==> src/rtl/freq_cnt_pkg.sv <==
// Shared types and helpers for the gated period/pulse-width counter.
// Holds the channel FSM encoding and the measurement-mode constants.
package freq_cnt_pkg;

  typedef enum logic [1:0] {
    FC_IDLE       = 2'd0,
    FC_WAIT_START = 2'd1,
    FC_COUNT      = 2'd2
  } fc_state_t;

  localparam logic FC_MODE_HIGH   = 1'b0;
  localparam logic FC_MODE_PERIOD = 1'b1;

  // Period mode closes on the next rising edge; high mode closes on the falling edge.
  function automatic logic fc_end_event(input logic mode, input logic rise, input logic fall);
    return (mode == FC_MODE_PERIOD) ? rise : fall;
  endfunction

endpackage

==> src/rtl/freq_gate_counter_if.sv <==
// Signal bundle for freq_gate_counter: measurement inputs, per-channel controls,
// packed results/flags and a packed per-channel FSM state for observation.
interface freq_gate_counter_if #(
    parameter int CNT_W    = 16,
    parameter int CHANNELS = 4
);
    logic [CHANNELS-1:0]       sig_in;
    logic [CHANNELS-1:0]       arm;
    logic [CHANNELS-1:0]       clear;
    logic                      mode_period;
    logic                      continuous;
    logic [CHANNELS*CNT_W-1:0] result;
    logic [CHANNELS-1:0]       ovf;
    logic [CHANNELS-1:0]       valid;
    logic [CHANNELS-1:0]       busy;
    logic [2*CHANNELS-1:0]     dbg_state;

    // Handshake: valid[k] is a single-cycle strobe; result/ovf of channel k are
    // updated on the same edge and hold until the next strobe. No back-pressure.
    modport master (
        output sig_in, arm, clear, mode_period, continuous,
        input  result, ovf, valid, busy, dbg_state
    );

    modport slave (
        input  sig_in, arm, clear, mode_period, continuous,
        output result, ovf, valid, busy, dbg_state
    );
endinterface

==> src/rtl/freq_chan.sv <==
// One measurement channel: input synchroniser, edge detect, FSM, saturating
// counter and registered result with single-cycle valid strobe.
module freq_chan
    import freq_cnt_pkg::*;
#(
    parameter int CNT_W       = 16,
    parameter int SYNC_STAGES = 2
) (
    input  logic             clk,
    input  logic             rst_n,
    input  logic             i_sig,
    input  logic             i_arm,
    input  logic             i_clear,
    input  logic             i_mode_period,
    input  logic             i_continuous,
    output logic [CNT_W-1:0] o_result,
    output logic             o_ovf,
    output logic             o_valid,
    output logic             o_busy,
    output fc_state_t        o_state
);

    logic [SYNC_STAGES-1:0] r_sync;
    logic                   r_s_d;
    fc_state_t              r_state;
    fc_state_t              w_next;
    logic [CNT_W-1:0]       r_cnt;
    logic                   r_sat;
    logic                   r_mode;
    logic                   r_cont;
    logic [CNT_W-1:0]       r_result;
    logic                   r_ovf;
    logic                   r_valid;
    logic                   w_s;
    logic                   w_rise;
    logic                   w_fall;
    logic                   w_end;

    assign w_s    = r_sync[SYNC_STAGES-1];
    assign w_rise = w_s & ~r_s_d;
    assign w_fall = ~w_s & r_s_d;
    assign w_end  = (r_state == FC_COUNT) && fc_end_event(r_mode, w_rise, w_fall);

    always_ff @(posedge clk or negedge rst_n) begin
        if (!rst_n) begin
            r_sync <= '0;
            r_s_d  <= 1'b0;
        end else begin
            r_sync <= {r_sync[SYNC_STAGES-2:0], i_sig};
            r_s_d  <= w_s;
        end
    end

    always_ff @(posedge clk or negedge rst_n) begin
        if (!rst_n) r_state <= FC_IDLE;
        else        r_state <= w_next;
    end

    always_comb begin
        w_next = r_state;
        case (r_state)
            FC_IDLE:       if (i_arm) w_next = FC_WAIT_START;
            FC_WAIT_START: if (w_rise) w_next = FC_COUNT;
            FC_COUNT: begin
                if (w_end) begin
                    if (r_cont && r_mode == FC_MODE_PERIOD) w_next = FC_COUNT;
                    else if (r_cont)                          w_next = FC_WAIT_START;
                    else                                      w_next = FC_IDLE;
                end
            end
            default:       w_next = FC_IDLE;
        endcase
        if (i_clear) w_next = FC_IDLE;
    end

    always_ff @(posedge clk or negedge rst_n) begin
        if (!rst_n) begin
            r_cnt    <= '0;
            r_sat    <= 1'b0;
            r_mode   <= FC_MODE_HIGH;
            r_cont   <= 1'b0;
            r_result <= '0;
            r_ovf    <= 1'b0;
            r_valid  <= 1'b0;
        end else begin
            r_valid <= 1'b0;
            if (i_clear) begin
                r_cnt <= '0;
                r_sat <= 1'b0;
            end else begin
                case (r_state)
                    FC_IDLE: begin
                        if (i_arm) begin
                            r_mode <= i_mode_period;
                            r_cont <= i_continuous;
                        end
                    end
                    FC_WAIT_START: begin
                        if (w_rise) r_cnt <= CNT_W'(1);
                    end
                    FC_COUNT: begin
                        if (w_end) begin
                            r_result <= r_cnt;
                            r_ovf    <= r_sat;
                            r_valid  <= 1'b1;
                            r_sat    <= 1'b0;
                            // Back-to-back periods restart at 1 so no cycle is lost.
                            r_cnt    <= (r_cont && r_mode == FC_MODE_PERIOD) ? CNT_W'(1) : '0;
                        end else if (&r_cnt) begin
                            r_sat <= 1'b1;
                        end else begin
                            r_cnt <= r_cnt + 1'b1;
                        end
                    end
                    default: r_cnt <= '0;
                endcase
            end
        end
    end

    assign o_result = r_result;
    assign o_ovf    = r_ovf;
    assign o_valid  = r_valid;
    assign o_busy   = (r_state != FC_IDLE);
    assign o_state  = r_state;

endmodule

==> src/rtl/freq_gate_counter.sv <==
// Multi-channel gated period/pulse-width counter: one freq_chan per input,
// outputs packed onto the interface bundle.
module freq_gate_counter
    import freq_cnt_pkg::*;
#(
    parameter int CNT_W       = 16,
    parameter int CHANNELS    = 4,
    parameter int SYNC_STAGES = 2
) (
    input logic                clk,
    input logic                rst_n,
    freq_gate_counter_if.slave bus
);

    logic [CNT_W-1:0] w_result [CHANNELS];
    logic             w_ovf    [CHANNELS];
    logic             w_valid  [CHANNELS];
    logic             w_busy   [CHANNELS];
    fc_state_t        w_state  [CHANNELS];

    for (genvar k = 0; k < CHANNELS; k++) begin : g_chan
        freq_chan #(
            .CNT_W       (CNT_W),
            .SYNC_STAGES (SYNC_STAGES)
        ) u_chan (
            .clk           (clk),
            .rst_n         (rst_n),
            .i_sig         (bus.sig_in[k]),
            .i_arm         (bus.arm[k]),
            .i_clear       (bus.clear[k]),
            .i_mode_period (bus.mode_period),
            .i_continuous  (bus.continuous),
            .o_result      (w_result[k]),
            .o_ovf         (w_ovf[k]),
            .o_valid       (w_valid[k]),
            .o_busy        (w_busy[k]),
            .o_state       (w_state[k])
        );
    end

    always_comb begin
        bus.result    = '0;
        bus.ovf       = '0;
        bus.valid     = '0;
        bus.busy      = '0;
        bus.dbg_state = '0;
        for (int k = 0; k < CHANNELS; k++) begin
            bus.result[k*CNT_W +: CNT_W] = w_result[k];
            bus.ovf[k]                   = w_ovf[k];
            bus.valid[k]                 = w_valid[k];
            bus.busy[k]                  = w_busy[k];
            bus.dbg_state[2*k +: 2]      = w_state[k];
        end
    end

endmodule

==> src/flat_wrapper.sv <==
// flat-port wrapper written by rule: the top's interface ports become plain ports
module freq_gate_counter_flat import freq_cnt_pkg::*;
#(
    parameter int CNT_W       = 16,
    parameter int CHANNELS    = 4,
    parameter int SYNC_STAGES = 2
)
  (clk, rst_n, bus_sig_in, bus_arm, bus_clear, bus_mode_period, bus_continuous, bus_result, bus_ovf, bus_valid, bus_busy, bus_dbg_state);
  freq_gate_counter_if #(.CNT_W(CNT_W), .CHANNELS(CHANNELS)) bus_i ();
  input logic clk;
  input logic rst_n;
  input wire logic [$bits(bus_i.sig_in)-1:0] bus_sig_in;
  input wire logic [$bits(bus_i.arm)-1:0] bus_arm;
  input wire logic [$bits(bus_i.clear)-1:0] bus_clear;
  input wire logic [$bits(bus_i.mode_period)-1:0] bus_mode_period;
  input wire logic [$bits(bus_i.continuous)-1:0] bus_continuous;
  output wire logic [$bits(bus_i.result)-1:0] bus_result;
  output wire logic [$bits(bus_i.ovf)-1:0] bus_ovf;
  output wire logic [$bits(bus_i.valid)-1:0] bus_valid;
  output wire logic [$bits(bus_i.busy)-1:0] bus_busy;
  output wire logic [$bits(bus_i.dbg_state)-1:0] bus_dbg_state;
  assign bus_i.sig_in = bus_sig_in;
  assign bus_i.arm = bus_arm;
  assign bus_i.clear = bus_clear;
  assign bus_i.mode_period = bus_mode_period;
  assign bus_i.continuous = bus_continuous;
  assign bus_result = bus_i.result;
  assign bus_ovf = bus_i.ovf;
  assign bus_valid = bus_i.valid;
  assign bus_busy = bus_i.busy;
  assign bus_dbg_state = bus_i.dbg_state;
  freq_gate_counter #(.CNT_W(CNT_W), .CHANNELS(CHANNELS), .SYNC_STAGES(SYNC_STAGES)) u_core (.clk(clk), .rst_n(rst_n), .bus(bus_i));
endmodule
==> config.mk <==
export PLATFORM = sky130hd
export DESIGN_NAME = freq_gate_counter_flat
export DESIGN_NICKNAME = d
export VERILOG_FILES = /design/src/rtl/freq_cnt_pkg.sv /design/src/rtl/freq_gate_counter_if.sv /design/src/rtl/freq_chan.sv /design/src/rtl/freq_gate_counter.sv /design/src/flat_wrapper.sv
export SDC_FILE = /design/constraint.sdc
export NUM_CORES = 1
export LEC_CHECK = 0
export CORE_MARGIN = 2
export CORE_UTILIZATION = 55
export DETAILED_ROUTE_END_ITERATION = 8
export PLACE_DENSITY_LB_ADDON = 0.2
export SLEW_MARGIN = 20
export SYNTH_ARGS = -nofsm -noshare
export SYNTH_HDL_FRONTEND = slang
export SYNTH_SLANG_ARGS = --single-unit
export TNS_END_PERCENT = 5
==> constraint.sdc <==
create_clock -name clk -period 3.1 [get_ports clk]
set_clock_uncertainty 0.2 [all_clocks]
set_input_delay 0.62 -clock clk [delete_from_list [all_inputs] [get_ports clk]]
set_output_delay 0.62 -clock clk [all_outputs]
set_load 0.1 [all_outputs]
==> reports/qor.json <==
{
  "share_of_async_settable_or_async_resettable_flops_after_synthesis_pct": 100.0,
  "hold_class": "reg2reg",
  "synth_seq_cells": 168,
  "grt_start_max_net_pins": 62,
  "finalSetupTns_ns": 0,
  "insertedDiodeCount": 0,
  "placeableCoreArea_sq_mm": 0.01459,
  "post_synthesis_cell_area_sq_mm": 0.008244,
  "die_w_um": 126.4,
  "first_pass_iteration_count_of_the_detailed_router": 5,
  "power.leakage_nw": 4.661,
  "number_of_port_buffers": 99,
  "setup.worst_path.start_class": "flip-flop",
  "timing.critical_path.required_ns": 3.26,
  "dpl.hpwl_um": 12010,
  "worst_slew_slack_as_a_fraction_of_its_limit_pct": 56.54,
  "io_pins": 100,
  "grt.total_usage_pct": 22.70,
  "dominantRegCellSynth": "sky130_fd_sc_hd__dfrtp_1",
  "grt_first_pass_wirelength_um": 29930,
  "cts.hold.buffers_added": 1,
  "clockRootBuffer": "sky130_fd_sc_hd__clkbuf_16",
  "ys_seq_area_share_pct": 50.99,
  "cp_capture_type": "flip-flop",
  "grt_pass1_vias": 6327,
  "cts_made_buffers": 17,
  "seq_area_sq_mm": 0.004204,
  "max_freq_mhz": 354.6,
  "ctsResizeCount": 0,
  "layout.nets": 897,
  "antenna_left": 0,
  "unrepaired_setup_endpoints_after_global_routing": "no",
  "die_footprint_sq_mm": 0.01598,
  "vias": 6429,
  "antenna_found_initial": 0,
  "final_period_util_pct": 90.97,
  "dp_worst_setup_slack_ns": 0.2660,
  "initial_utilization_pct": 56.51,
  "finalSetupViolations": 0,
  "post_drt_wl_per_cell_um": 16.66,
  "routed_via_density": 6.077,
  "htree_num_levels": 4,
  "layout-drive-gt1-share_pct": 25.97,
  "detailed_place.area_sq_mm": 0.009180,
  "power_per_cell_area_mw_per_mm2": 664.5,
  "worst-slew-pin-transition_ns": 0.6519,
  "routabilityCongestion": 0.8865,
  "crit_fanout": 17,
  "area.growth.synth_to_final_pct": 18.77,
  "power_mw": 6.507,
  "filler_cell_count": 1112,
  "grt-ovfl-total": 0,
  "totalWireLength_um": 17630,
  "floorplan.die.height_um": 126.4,
  "drv_cap": 0,
  "synth_cell_type_count": 61,
  "worst_skew_pair.late_latency_ns": 0.42,
  "crit_path_dat_ns": 2.98,
  "dr.first_iter.drc_count": 508,
  "final_core_utilization_pct": 67.12,
  "postSynthCellCount": 763,
  "number_of_rows_created_at_floorplan": 44,
  "clock_sinks": 168,
  "finalWorstSetupSlack_ns": 0.2799,
  "syn_area_per_cell_sq_um": 10.80,
  "period_minus_slack_ns": 2.820,
  "peakVddDrop_v": 0.0005156,
  "cts_tree": "built",
  "route.detailed.drc": 0,
  "multi_input_logic_area_sq_mm": 0.003659,
  "status": "finished, final reports clean",
  "timing.setup.critical_path_class": "reg2reg",
  "numPlacedInstances": 1025,
  "final_design_area_no_fill_sq_mm": 0.009792,
  "hold_violations": 0,
  "post-cts-setup-buffer-count": 0,
  "fin_hold_ws_ns": 0.1471,
  "mappedNetlistNets": 799,
  "synth_enable_flop_cells": 0,
  "yosys_warnings": 0,
  "path_clk_slew_ns": 0.06,
  "cts_buffer_depth": 2,
  "fin_cells": 1058,
  "finalMaxSlewViolations": 0
}
## report_power, final
group	total [mW]	switching [mW]	internal [mW]	leakage, nW
logic	1.86	1.33	0.532	2.08
registers	2.51	0.189	2.33	2.29
clock network	2.13	0.862	1.27	0.283
## per-layer routing
| metal | part of all wire (%) | vias to the layer above | track usage, % |
|---|---|---|---|
| li1 | - | 3020 | - |
| met1 | 45 | 3189 | 29.95 |
| met2 | 49 | 193 | 36.21 |
| met3 | 5.1 | 27 | 4.850 |
| met4 | 1.6 | 0 | 10.41 |
| met5 | 0 | - | 0 |
## path summary, 6_finish.rpt
| kind | start | endpoint | slack (ns) | depth (start not counted) |
|---|---|---|---|---|
| max in group asynchronous | rst_n | u_core.g_chan[3].u_chan.o_valid | 1.36 | 3 |
| setup reg to reg | u_core.g_chan[1].u_chan.r_cnt[0] | u_core.g_chan[1].u_chan.r_cnt[8] | 0.28 | 7 |
| hold / removal | u_core.g_chan[0].u_chan.r_sync[0] | u_core.g_chan[0].u_chan.r_sync[1] | 0.15 | 0 |
| hold reg to reg | u_core.g_chan[0].u_chan.r_sync[0] | u_core.g_chan[0].u_chan.r_sync[1] | 0.15 | 0 |
| setup / recovery | u_core.g_chan[1].u_chan.r_cnt[0] | u_core.g_chan[1].u_chan.r_cnt[8] | 0.28 | 7 |
| min in group asynchronous | rst_n | u_core.g_chan[0].u_chan.o_result[8] | 0.53 | 2 |
## sequential cells by signal (all words and copies together), names as in the netlist, 8 cells and up
| name | count |
|---|---|
| u_core.g_chan.u_chan.r_cnt | 64 |
| u_core.g_chan.u_chan.o_result | 64 |
| u_core.g_chan.u_chan.r_sync | 8 |
| u_core.g_chan.u_chan.o_state | 8 |
## layout by cell type (no fill, tap or decap), types with 17 or more instances in the layout
cell type / n
sky130_fd_sc_hd__a21oi_1: 20
sky130_fd_sc_hd__a31oi_1: 20
sky130_fd_sc_hd__buf_4: 105
sky130_fd_sc_hd__clkbuf_16: 17
sky130_fd_sc_hd__dfrtp_1: 168
sky130_fd_sc_hd__ha_1: 20
sky130_fd_sc_hd__inv_1: 34
sky130_fd_sc_hd__mux2_2: 76
sky130_fd_sc_hd__nand2_1: 55
sky130_fd_sc_hd__nand3_1: 32
sky130_fd_sc_hd__nand4_1: 18
sky130_fd_sc_hd__nor2_1: 34
sky130_fd_sc_hd__nor3_1: 21
sky130_fd_sc_hd__o21ai_0: 48
sky130_fd_sc_hd__o31ai_1: 38
## worst max-delay path, stage by stage, from the launching register on
cell	delay [ns]
sky130_fd_sc_hd__dfrtp_1	0.51
sky130_fd_sc_hd__ha_1	0.30
sky130_fd_sc_hd__nand3_1	0.21
sky130_fd_sc_hd__nor4_4	0.50
sky130_fd_sc_hd__and4_1	0.29
sky130_fd_sc_hd__buf_4	0.23
sky130_fd_sc_hd__or2_0	0.30
sky130_fd_sc_hd__o32a_1	0.21
## cells in the mapped netlist (3+ instances only)
| library cell | number | area, sq um |
|---|---|---|
| sky130_fd_sc_hd__a211o_1 | 4 | 35.03 |
| sky130_fd_sc_hd__a211oi_1 | 3 | 22.52 |
| sky130_fd_sc_hd__a21oi_1 | 20 | 100.1 |
| sky130_fd_sc_hd__a2bb2oi_1 | 3 | 26.28 |
| sky130_fd_sc_hd__a31oi_1 | 20 | 125.1 |
| sky130_fd_sc_hd__a41oi_1 | 4 | 35.03 |
| sky130_fd_sc_hd__and2_1 | 3 | 18.77 |
| sky130_fd_sc_hd__and3_1 | 10 | 62.56 |
| sky130_fd_sc_hd__and4_1 | 7 | 61.31 |
| sky130_fd_sc_hd__buf_2 | 7 | 35.03 |
| sky130_fd_sc_hd__buf_4 | 14 | 105.1 |
| sky130_fd_sc_hd__buf_6 | 4 | 45.04 |
| sky130_fd_sc_hd__clkbuf_1 | 17 | 63.81 |
| sky130_fd_sc_hd__dfrtp_1 | 168 | 4204 |
| sky130_fd_sc_hd__ha_1 | 20 | 250.2 |
| sky130_fd_sc_hd__inv_1 | 34 | 127.6 |
| sky130_fd_sc_hd__mux2_2 | 76 | 855.8 |
| sky130_fd_sc_hd__nand2_1 | 55 | 206.5 |
| sky130_fd_sc_hd__nand2b_1 | 11 | 68.82 |
| sky130_fd_sc_hd__nand3_1 | 32 | 160.2 |
| sky130_fd_sc_hd__nand3b_1 | 7 | 52.55 |
| sky130_fd_sc_hd__nand4_1 | 18 | 112.6 |
| sky130_fd_sc_hd__nor2_1 | 34 | 127.6 |
| sky130_fd_sc_hd__nor2b_1 | 8 | 50.05 |
| sky130_fd_sc_hd__nor3_1 | 21 | 105.1 |
| sky130_fd_sc_hd__nor3b_1 | 5 | 37.54 |
| sky130_fd_sc_hd__nor4_1 | 5 | 31.28 |
| sky130_fd_sc_hd__o21ai_0 | 48 | 240.2 |
| sky130_fd_sc_hd__o22a_1 | 11 | 96.34 |
| sky130_fd_sc_hd__o31ai_1 | 38 | 285.3 |
| sky130_fd_sc_hd__o41ai_1 | 15 | 131.4 |
| sky130_fd_sc_hd__or3_1 | 6 | 37.54 |
## cell families after synthesis
kind of cell,after synthesis,share of synthesized area (%)
AND/OR/NAND/NOR,239,15.62
buffers and inverters,77,4.629
adder cells (fa/ha/maj),20,3.035
AO/OA/AOI/OAI,181,15.10
multiplexers,78,10.62
flip-flops,168,50.99
## layout make-up
| type | instances | share of cell area [%] |
|---|---|---|
| Clock buffer | 21 | 4.907 |
| Clock inverter | 11 | 1.239 |
| Inverter | 34 | 1.303 |
| Multi-Input combinational cell | 518 | 37.36 |
| Sequential cell | 168 | 42.93 |
| Tap cell | 184 | 2.351 |
| Timing Repair Buffer | 122 | 9.903 |
Power figures use the tool's default switching activity.
